[src/rtl/mii_rx_deser.sv]
// Receive deserialiser: packs LSB-first line beats into OUT_W-bit words,
// optionally strips preamble/SFD, and reports frame boundaries, status and length.
module mii_rx_deser #(
    parameter int IN_W           = 4,
    parameter int OUT_W          = 8,
    parameter int STRIP_PREAMBLE = 1,
    parameter int MAX_LEN        = 1518
) (
    input  logic                        mii_clk,
    input  logic                        reset,
    input  logic                        mii_en,
    input  logic                        mii_er,
    input  logic [IN_W-1:0]             mii_d,
    output logic                        rdy,
    output logic [OUT_W-1:0]            q,
    output logic [$clog2(OUT_W/8):0]    q_bytes,
    output logic                        sof,
    output logic                        eof,
    output logic                        err,
    output logic [15:0]                 len
);

    localparam int              BC_W     = $clog2(OUT_W) + 1;
    localparam int              QB_W     = $clog2(OUT_W/8) + 1;
    localparam logic [7:0]      PRE8     = 8'h55;
    localparam logic [7:0]      SFD_SH   = 8'hD5 >> (8 - IN_W);
    localparam logic [IN_W-1:0] PRE_BEAT = PRE8[IN_W-1:0];
    localparam logic [IN_W-1:0] SFD_BEAT = SFD_SH[IN_W-1:0];
    localparam logic [15:0]     LEN_CAP  = 16'(MAX_LEN + 1);

    typedef enum logic [1:0] {IDLE, PREAMBLE, DATA, DROP} state_t;

    state_t             state;
    logic [OUT_W-1:0]   acc;
    logic [BC_W-1:0]    bitcnt;
    logic               seen55;
    logic               fresh;
    logic               word_sent;
    logic               ovs;
    logic               post_rst;

    logic               take;
    logic               first_beat;
    logic [OUT_W-1:0]   acc_ins;
    logic [BC_W-1:0]    bit_sum;
    logic               byte_done;
    logic               word_done;
    logic               oversize;
    logic [15:0]        len_base;
    logic [16:0]        len_inc;
    logic               err_base;
    logic [QB_W-1:0]    tail_bytes;
    logic               dribble;

    function automatic logic [15:0] sat_len(input logic [16:0] x);
        if (x > {1'b0, LEN_CAP})
            return LEN_CAP;
        return x[15:0];
    endfunction

    function automatic logic [OUT_W-1:0] byte_mask(input logic [QB_W-1:0] nb);
        logic [OUT_W-1:0] m;
        m = '0;
        for (int i = 0; i < OUT_W/8; i++)
            if (i < int'(nb))
                m[8*i +: 8] = 8'hFF;
        return m;
    endfunction

    // Beat insertion and byte/word bookkeeping for the current line beat
    always_comb begin
        take       = mii_en && !post_rst &&
                     ((state == DATA) || (state == IDLE && STRIP_PREAMBLE == 0));
        first_beat = (state == IDLE) || fresh;
        acc_ins    = acc | (OUT_W'(mii_d) << bitcnt);
        bit_sum    = bitcnt + BC_W'(IN_W);
        byte_done  = (bit_sum[2:0] == 3'd0);
        word_done  = (bit_sum == BC_W'(OUT_W));
        len_base   = first_beat ? 16'd0 : len;
        len_inc    = {1'b0, len_base} + 17'(byte_done);
        oversize   = byte_done && (len_base >= 16'(MAX_LEN));
        err_base   = first_beat ? 1'b0 : err;
        tail_bytes = QB_W'(bitcnt >> 3);
        dribble    = (bitcnt[2:0] != 3'd0);
    end

    always_ff @(posedge mii_clk) begin
        if (reset) begin
            state     <= IDLE;
            acc       <= '0;
            bitcnt    <= '0;
            seen55    <= 1'b0;
            fresh     <= 1'b0;
            word_sent <= 1'b0;
            ovs       <= 1'b0;
            post_rst  <= 1'b1;
            rdy       <= 1'b0;
            q         <= '0;
            q_bytes   <= '0;
            sof       <= 1'b0;
            eof       <= 1'b0;
            err       <= 1'b0;
            len       <= '0;
        end else begin
            rdy      <= 1'b0;
            sof      <= 1'b0;
            eof      <= 1'b0;
            post_rst <= 1'b0;
            if (take) begin
                len   <= sat_len(len_inc);
                err   <= err_base | mii_er | oversize;
                fresh <= 1'b0;
                if (oversize) begin
                    state     <= DROP;
                    ovs       <= 1'b1;
                    acc       <= '0;
                    bitcnt    <= '0;
                    word_sent <= 1'b0;
                end else begin
                    state <= DATA;
                    if (word_done) begin
                        rdy       <= 1'b1;
                        q         <= acc_ins;
                        q_bytes   <= QB_W'(OUT_W/8);
                        sof       <= !word_sent;
                        word_sent <= 1'b1;
                        acc       <= '0;
                        bitcnt    <= '0;
                    end else begin
                        acc    <= acc_ins;
                        bitcnt <= bit_sum;
                    end
                end
            end else begin
                case (state)
                    IDLE: begin
                        seen55 <= (mii_d == PRE_BEAT);
                        if (mii_en)
                            state <= post_rst ? DROP : PREAMBLE;
                    end
                    PREAMBLE: begin
                        if (!mii_en) begin
                            state <= IDLE;
                        end else if (mii_d == SFD_BEAT && seen55) begin
                            state     <= DATA;
                            fresh     <= 1'b1;
                            word_sent <= 1'b0;
                        end else if (mii_d == PRE_BEAT) begin
                            seen55 <= 1'b1;
                        end else begin
                            state <= DROP;
                        end
                    end
                    DATA: begin
                        // mii_en low here: close the frame, flushing whole pending bytes
                        state     <= IDLE;
                        eof       <= 1'b1;
                        acc       <= '0;
                        bitcnt    <= '0;
                        word_sent <= 1'b0;
                        fresh     <= 1'b0;
                        if (fresh) begin
                            err <= 1'b0;
                            len <= '0;
                        end else begin
                            err <= err | dribble;
                            if (tail_bytes != '0) begin
                                rdy     <= 1'b1;
                                q       <= acc & byte_mask(tail_bytes);
                                q_bytes <= tail_bytes;
                                sof     <= !word_sent;
                            end
                        end
                    end
                    DROP: begin
                        if (!mii_en) begin
                            state <= IDLE;
                            eof   <= ovs;
                            ovs   <= 1'b0;
                        end
                    end
                endcase
            end
        end
    end

endmodule
[config.mk]
export PLATFORM = sky130hd
export DESIGN_NAME = mii_rx_deser
export DESIGN_NICKNAME = d
export VERILOG_FILES = /design/src/rtl/mii_rx_deser.sv
export SDC_FILE = /design/constraint.sdc
export NUM_CORES = 1
export LEC_CHECK = 0
export BUFFER_PORTS_ARGS = -buffer_cell sky130_fd_sc_hd__buf_2
export CAP_MARGIN = 20
export CORE_MARGIN = 4
export CORE_UTILIZATION = 60
export DETAILED_ROUTE_END_ITERATION = 10
export PLACE_DENSITY = 0.92
export SYNTH_ARGS = -nofsm -noshare
export SYNTH_HDL_FRONTEND = slang
export SYNTH_SLANG_ARGS = --single-unit
[constraint.sdc]
create_clock -name mii_clk -period 6.6 [get_ports mii_clk]
set_input_delay 0.33 -clock mii_clk [delete_from_list [all_inputs] [get_ports mii_clk]]
set_output_delay 0.33 -clock mii_clk [all_outputs]
set_load 0.01 [all_outputs]
==> results.txt, run 1 <==
slew at the pin closest to its max-slew limit: 1060 ps
H-tree levels: 2
Setup Skew: 6.83 ps
die area: 5030 um2
routed wire length: 5770 um
CTS Sinks: 46
DR vias: 2215
Clk pwr share: 40.2%
max cap viols: 0
top cells by area, synth: dfxtp_1 (39%), a21oi_1 (7.4%), nor3_1 (5.9%), nor2_1 (3.0%), nand2_1 (2.8%)
worst reg2reg setup slack: 3670 ps
Cells after Synth: 276
Final Hold Vio Count: 0
WS Path Type: reg2reg
Worst path slowest cell: dfxtp_1
initial antenna violation count: 0
maximum vdd drop: 0.169 mV
final period utilization: 44.4%
most frequent cells in the layout: dfxtp_1 (46), buf_2 (36), a21oi_1 (35)
Reg2Reg Capture Point: len[4]
routing usage on met1: 34.2%
register area share after synthesis: 38.8%
Logic pwr share: 6.1%
Fillers: 292
Crit. End Element: flip-flop
routability cong.: 0.878
Flop pwr share: 53.8%
DRC viols: 0
largest net degree at the start of global routing: 33
leak pwr: 0.951 nW
#FFs+latches synth: 46
final core utilization: 71.1%
GRT Total Usage: 24.1%
outcome: complete, no violations
commonest non-fill, non-tap cell in the layout: dfxtp_1
CTS Hold Bufs: 0
drt pass-1 iters: 6
max_slew headroom: 29.2%
ys async rst share: 0%
Critical Path AT: 3140 ps
max-slew violations: 0
DP HPWL: 4050 um
Critical Path, Cell by Cell: o21ba_2, and2_1, ha_1, ha_1, nand4_1, or4_1, a21oi_2, o21ai_2, a32o_1
post-route setup slack: 3670 ps
post-synth top area share: 38.8%
final setup vio count: 0
post-placement worst setup slack: 3690 ps
port bufs: 36
Die Wd: 70.9 um
area leader, netlist: dfxtp_1
sw frac: 23.9%
Worst setup startpoint: state[1]
Yosys cell types: 59
top_reg_cell synth: dfxtp_1
GR peak layer: met2
Final min period: 2930 ps
setup TNS: 0 ps
clock latency on the worst-skew pair: 310 ps
post-CTS setup buffers: 0
Ys Warns: 0
vias in the first global route: 2042
Synth Net Count: 288
number of flops mapped to enable cells by yosys: 0
CTS Buf Count: 5
CP required: 6810 ps
met2 usage: 36.0%
sw power: 126 uW
hold crit path type: in2reg
first-pass GRT wire length: 9700 um
number of routed nets with antenna violations: 0
internal power: 402 uW
Hold Crit Start: mii_d[0]
layout cells sized above 1: 21.4%
routing usage on met3: 3.98%
Layout area overhead: 12.0%
RSZ-0062 raised after global routing: no
CTS max path bufs: 2
vias per inst: 6.29
pwr dens: 198 nW/um2
CP most frequent cell: ha_1
Antenna Cells: 0
syn_area_per_cell: 8.61 um2
CTS root buf: clkbuf_8
PostCTS Resize Cnt: 0
GR Overflow Total: 0
max incr delay on CP: 530 ps
fmax: 341 MHz
TritonCTS clock tree: done
Nets: 315
CP max FO: 12
Reg clk slew, reported paths: 90 ps
FF-to-FF path depth: 9
Iteration-0 DRC Markers: 304
Initial Util: 63.5%
Avg WL per Cell: 16.4 um
core area: 3740 um2
worst flop-to-flop path startpoint: state[1]
IO Pins: 37
mapped cell area: 2380 um2
CP startpoint kind: flip-flop
die height: 70.9 um
crit path to: len[4]
row cnt: 22
final cells by class:
cell class	count	area, um2	share of cell area, %
clock buffers	5	68.8	2.59
clock inverters	3	45.0	1.69
inverters	6	22.5	0.847
multi-input cells	208	1360	51.2
flip-flops and latches	46	921	34.6
well taps	48	60.1	2.26
repair buffers	36	180	6.77
sequential cells by signal, summed over array words and instances, names as in the netlist:
signal and cells:
ovs 1, bitcnt 2, err 1, eof 1
q 8, rdy 1, post_rst 1, word_sent 1
fresh 1, q_bytes 1, state 2, seen55 1
sof 1, len 16, acc 8
worst max-delay path: cells and delay by family, from the launching register on:
family          cells  cell delay (ps)
compound gates      4              960
simple gates        3              910
flops               1              530
fa+ha+maj           2              440
synth_stat cells, drive strengths merged (2+ instances only):
cell,count
o21ai,9
nand2,18
o31ai,3
ha,4
a21oi,37
dfxtp,46
o311ai,2
a211oi,2
and2,7
inv,6
nand3,8
nand2b,4
nor3,28
nand4,6
buf,6
or3,2
o21bai,3
clkbuf,10
a221oi,7
nor2,21
nor4,6
nor2b,5
or4,3
a31oi,11
per-layer routing:
layer | wire length (um) | vias up
li1 | - | 1091
met2 | 2640 | 91
met1 | 2580 | 1021
met5 | 0 | -
met3 | 451 | 12
met4 | 98 | 0
how the worst min path moves through the flow:
stage               end  slack [ps]  cells past startpoint
2_1_floorplan  post_rst         360                      0
3_3_place_gp        sof         430                      1
3_5_place_dp        sof         420                      1
4_1_cts          acc[4]         370                      3
5_1_grt          acc[6]         380                      3
6_report         acc[4]         380                      3
cell families after synthesis:
logic type,synth area share [%]
AOI/OAI and AO/OA,25.9
xor gates and xnor gates,0.369
and+or+nand+nor,28.1
muxes,0.895
DFF,38.8
buffers and inverters,3.90
adders and majority gates,2.11
power by group through the flow:
stage	Sequential [mW]	Clock, mW	Combinational [mW]
floorplan	0.288	0	0.0238
global placement	0.290	0	0.0304
detailed placement	0.290	0	0.0311
CTS	0.284	0.215	0.0313
global route	0.284	0.223	0.0352
finish	0.284	0.212	0.0319
stage by stage:
stage                     hold WS, ps  std cells  area, um2  power (mW)
after floorplan                   358        276       2380       0.312
after global placement            427        344       2550       0.320
after detailed placement          416        344       2550       0.321
after CTS                         373        352       2660       0.530
after global routing              380        352       2660       0.543
final                             384        352       2660       0.528
No activity file was read; power rests on OpenSTA's default activity.
==> run 2: changes to the inputs <==
- ABC_AREA: default -> 1
- CORE_UTILIZATION: 60 -> 58
- PLACE_DENSITY: 0.92 -> 0.88
- clock period: 6.6 -> 2.9 ns (I/O delays scaled with it)
==> run 2 against run 1 <==
Against the previous run:
- via count grew 26%
- flip-flop and latch count is the same
- sequential power grew 130%
- largest power group unchanged
- die area grew 20%
- synthesized cell count grew 47%
- design area grew 17%
- combinational power grew to 5.9 times the previous value
- critical path depth grew 5
==> results.txt, run 2 <==
Avg WL per Cell: 13.9 um (was 16.4 um)
RSZ-0062 raised after global routing: no (unchanged)
routed wire length: 6920 um (was 5770 um)
vias in the first global route: 2602 (was 2042)
initial antenna violation count: 0 (unchanged)
IO Pins: 37 (unchanged)
sw power: 367 uW (was 126 uW)
Critical Path, Cell by Cell: nor2_2, nor2_4, buf_4, nand3_4, inv_1, nand2_1, o21ai_0, nand2_1, nand2_1, nand3_2, nand2_1, inv_2, nor2_1, nor2_1 (was o21ba_2, and2_1, ha_1, ha_1, nand4_1, or4_1, a21oi_2, o21ai_2, a32o_1)
CTS max path bufs: 2 (unchanged)
routability cong.: 0.969 (was 0.878)
Yosys cell types: 40 (was 59)
Worst path slowest cell: dfxtp_1 (unchanged)
Flop pwr share: 52.3% (was 53.8%)
CTS Sinks: 46 (unchanged)
Layout area overhead: 11.2% (was 12.0%)
pwr dens: 406 nW/um2 (was 198 nW/um2)
clock latency on the worst-skew pair: 300 ps (was 310 ps)
final setup vio count: 0 (unchanged)
TritonCTS clock tree: done (unchanged)
WS Path Type: reg2reg (unchanged)
Commonest cells post-synth: nand2_1 (89), nor2_1 (57), dfxtp_1 (46), inv_1 (42), nand3_1 (28) (was dfxtp_1 (46), a21oi_1 (35), nor3_1 (28), nor2_1 (19), nand2_1 (18))
CP startpoint kind: flip-flop (unchanged)
row cnt: 25 (was 22)
most frequent cells in the layout: nand2_1 (89), nor2_1 (57), dfxtp_1 (46) (was dfxtp_1 (46), buf_2 (36), a21oi_1 (35))
post-CTS setup buffers: 0 (unchanged)
PostCTS Resize Cnt: 0 (unchanged)
H-tree levels: 2 (unchanged)
Critical Path AT: 2770 ps (was 3140 ps)
Die Wd: 77.6 um (was 70.9 um)
leak pwr: 1.43 nW (was 0.951 nW)
final period utilization: 90.1% (was 44.4%)
post-synth top area share: 32.8% (was 38.8%)
CTS Hold Bufs: 0 (unchanged)
WHS: 220 ps (was 384 ps)
DR vias: 2794 (was 2215)
CTS Buf Count: 5 (unchanged)
mapped cell area: 2810 um2 (was 2380 um2)
Ys Warns: 0 (unchanged)
vias per inst: 5.62 (was 6.29)
Cells after Synth: 406 (was 276)
die height: 77.6 um (was 70.9 um)
max FFs per register: 16 (unchanged)
Final Hold Vio Count: 0 (unchanged)
Largest Register: len (unchanged)
core area: 4690 um2 (was 3740 um2)
#FFs+latches synth: 46 (unchanged)
Crit. End Element: flip-flop (unchanged)
number of routed nets with antenna violations: 0 (unchanged)
Cells after DPL: 489 (was 344)
syn_area_per_cell: 6.92 um2 (was 8.61 um2)
setup TNS: 0 ps (unchanged)
number of flops mapped to enable cells by yosys: 0 (unchanged)
CP required: 3060 ps (was 6810 ps)
top_reg_cell synth: dfxtp_1 (unchanged)
register area share after synthesis: 32.8% (was 38.8%)
GR Overflow Total: 0 (unchanged)
Iteration-0 DRC Markers: 234 (was 304)
internal power: 901 uW (was 402 uW)
outcome: complete, no violations (unchanged)
Clk pwr share: 32.9% (was 40.2%)
max incr delay on CP: 450 ps (was 530 ps)
total power: 1.27 mW (was 528 uW)
GRT Total Usage: 24.1% (about the same)
Reg clk slew, reported paths: 90 ps (about the same)
first-pass GRT wire length: 11800 um (was 9700 um)
maximum vdd drop: 0.307 mV (was 0.169 mV)
Synth Net Count: 418 (was 288)
CTS root buf: clkbuf_8 (unchanged)
layout cells sized above 1: 22.8% (was 21.4%)
count leader, synth: nand2_1 (was dfxtp_1)
CP most frequent cell: nand2_1 (was ha_1)
Setup Skew: 7.60 ps (was 6.83 ps)
commonest non-fill, non-tap cell in the layout: nand2_1 (was dfxtp_1)
max cap viols: 0 (unchanged)
Final min period: 2610 ps (was 2930 ps)
Nets: 454 (was 315)
Logic pwr share: 14.8% (was 6.1%)
largest net degree at the start of global routing: 29 (was 33)
area leader, netlist: dfxtp_1 (unchanged)
biggest regs: len: 16 flops, acc: 8 flops, q: 8 flops (unchanged)
die area: 6020 um2 (was 5030 um2)
ys async rst share: 0% (unchanged)
drt pass-1 iters: 4 (was 6)
max-slew violations: 0 (unchanged)
Antenna Cells: 0 (unchanged)
slew at the pin closest to its max-slew limit: 635 ps (was 1060 ps)
DP HPWL: 5170 um (was 4050 um)
post-route insts no fill: 497 (was 352)
top cells by area, synth: dfxtp_1 (33%), nand2_1 (12%), nor2_1 (7.6%), inv_1 (5.6%), nand3_1 (5.0%) (was dfxtp_1 (39%), a21oi_1 (7.4%), nor3_1 (5.9%), nor2_1 (3.0%), nand2_1 (2.8%))
DRC viols: 0 (unchanged)
fmax: 383 MHz (was 341 MHz)
hold crit path type: in2reg (unchanged)
sw frac: 29.0% (was 23.9%)
Initial Util: 59.8% (was 63.5%)
port bufs: 36 (unchanged)
max_slew headroom: 57.7% (was 29.2%)
CP max FO: 13 (was 12)
==> run 2: worst paths after layout <==
kind	cells past startpoint	to	slack (ps)	start
hold / removal	3	err	220	mii_er
setup / recovery	14	q_bytes	290	state[1]
hold reg to reg	1	sof	440	word_sent
setup reg to reg	14	q_bytes	290	state[1]
==> run 2: cell type report <==
class | instances | area, um2
Multi-Input combinational cell | 296 | 1620
Fill cell | 409 | 1570
Sequential cell | 46 | 921
Timing Repair Buffer | 41 | 218
Inverter | 52 | 196
Clock buffer | 7 | 86.3
Tap cell | 54 | 67.6
Clock inverter | 1 | 8.76
==> run 2: kinds of logic after synthesis <==
group,after synthesis,share of synthesized area (%)
AND/OR/NAND/NOR,223,39.7
buffers and inverters,64,9.36
flip-flops,46,32.8
adder cells (fa/ha/maj),4,1.78
XOR/XNOR,2,0.624
AO/OA/AOI/OAI,67,15.7
==> run 2: metal layers <==
metal  track usage, %  share of wire (%)  up-vias
met5                0                  0        -
met4             8.19                1.1        0
met3             4.76                6.1        8
met2             40.2                 48       82
met1             31.1                 45     1294
li1                 -                  -     1410
==> run 2: stage by stage <==
stage                     instance area [um2]  worst slack [ps]  utilization [%]
after floorplan                          2810               639                -
after global placement                   3030               413             64.5
after detailed placement                 3030               364             64.5
after CTS                                3120               333             66.5
after global routing                     3120              44.7             66.5
final                                    3120               288             66.5
==> run 2: worst max-delay path: cells and delay by family, from the launching register on <==
| family | cells | cell delay, ps |
|---|---|---|
| buffers and inverters | 3 | 500 |
| flip-flops | 1 | 450 |
| AO/OA/AOI/OAI | 1 | 110 |
| AND/OR/NAND/NOR | 10 | 1400 |
==> run 2: power by group through the flow <==
stage / Clock [mW] / Combinational, mW / Sequential (mW)
6_report: 0.417 / 0.187 / 0.663
5_1_grt: 0.457 / 0.209 / 0.665
4_1_cts: 0.429 / 0.185 / 0.663
3_5_place_dp: 0 / 0.183 / 0.677
3_3_place_gp: 0 / 0.180 / 0.676
2_1_floorplan: 0 / 0.148 / 0.675
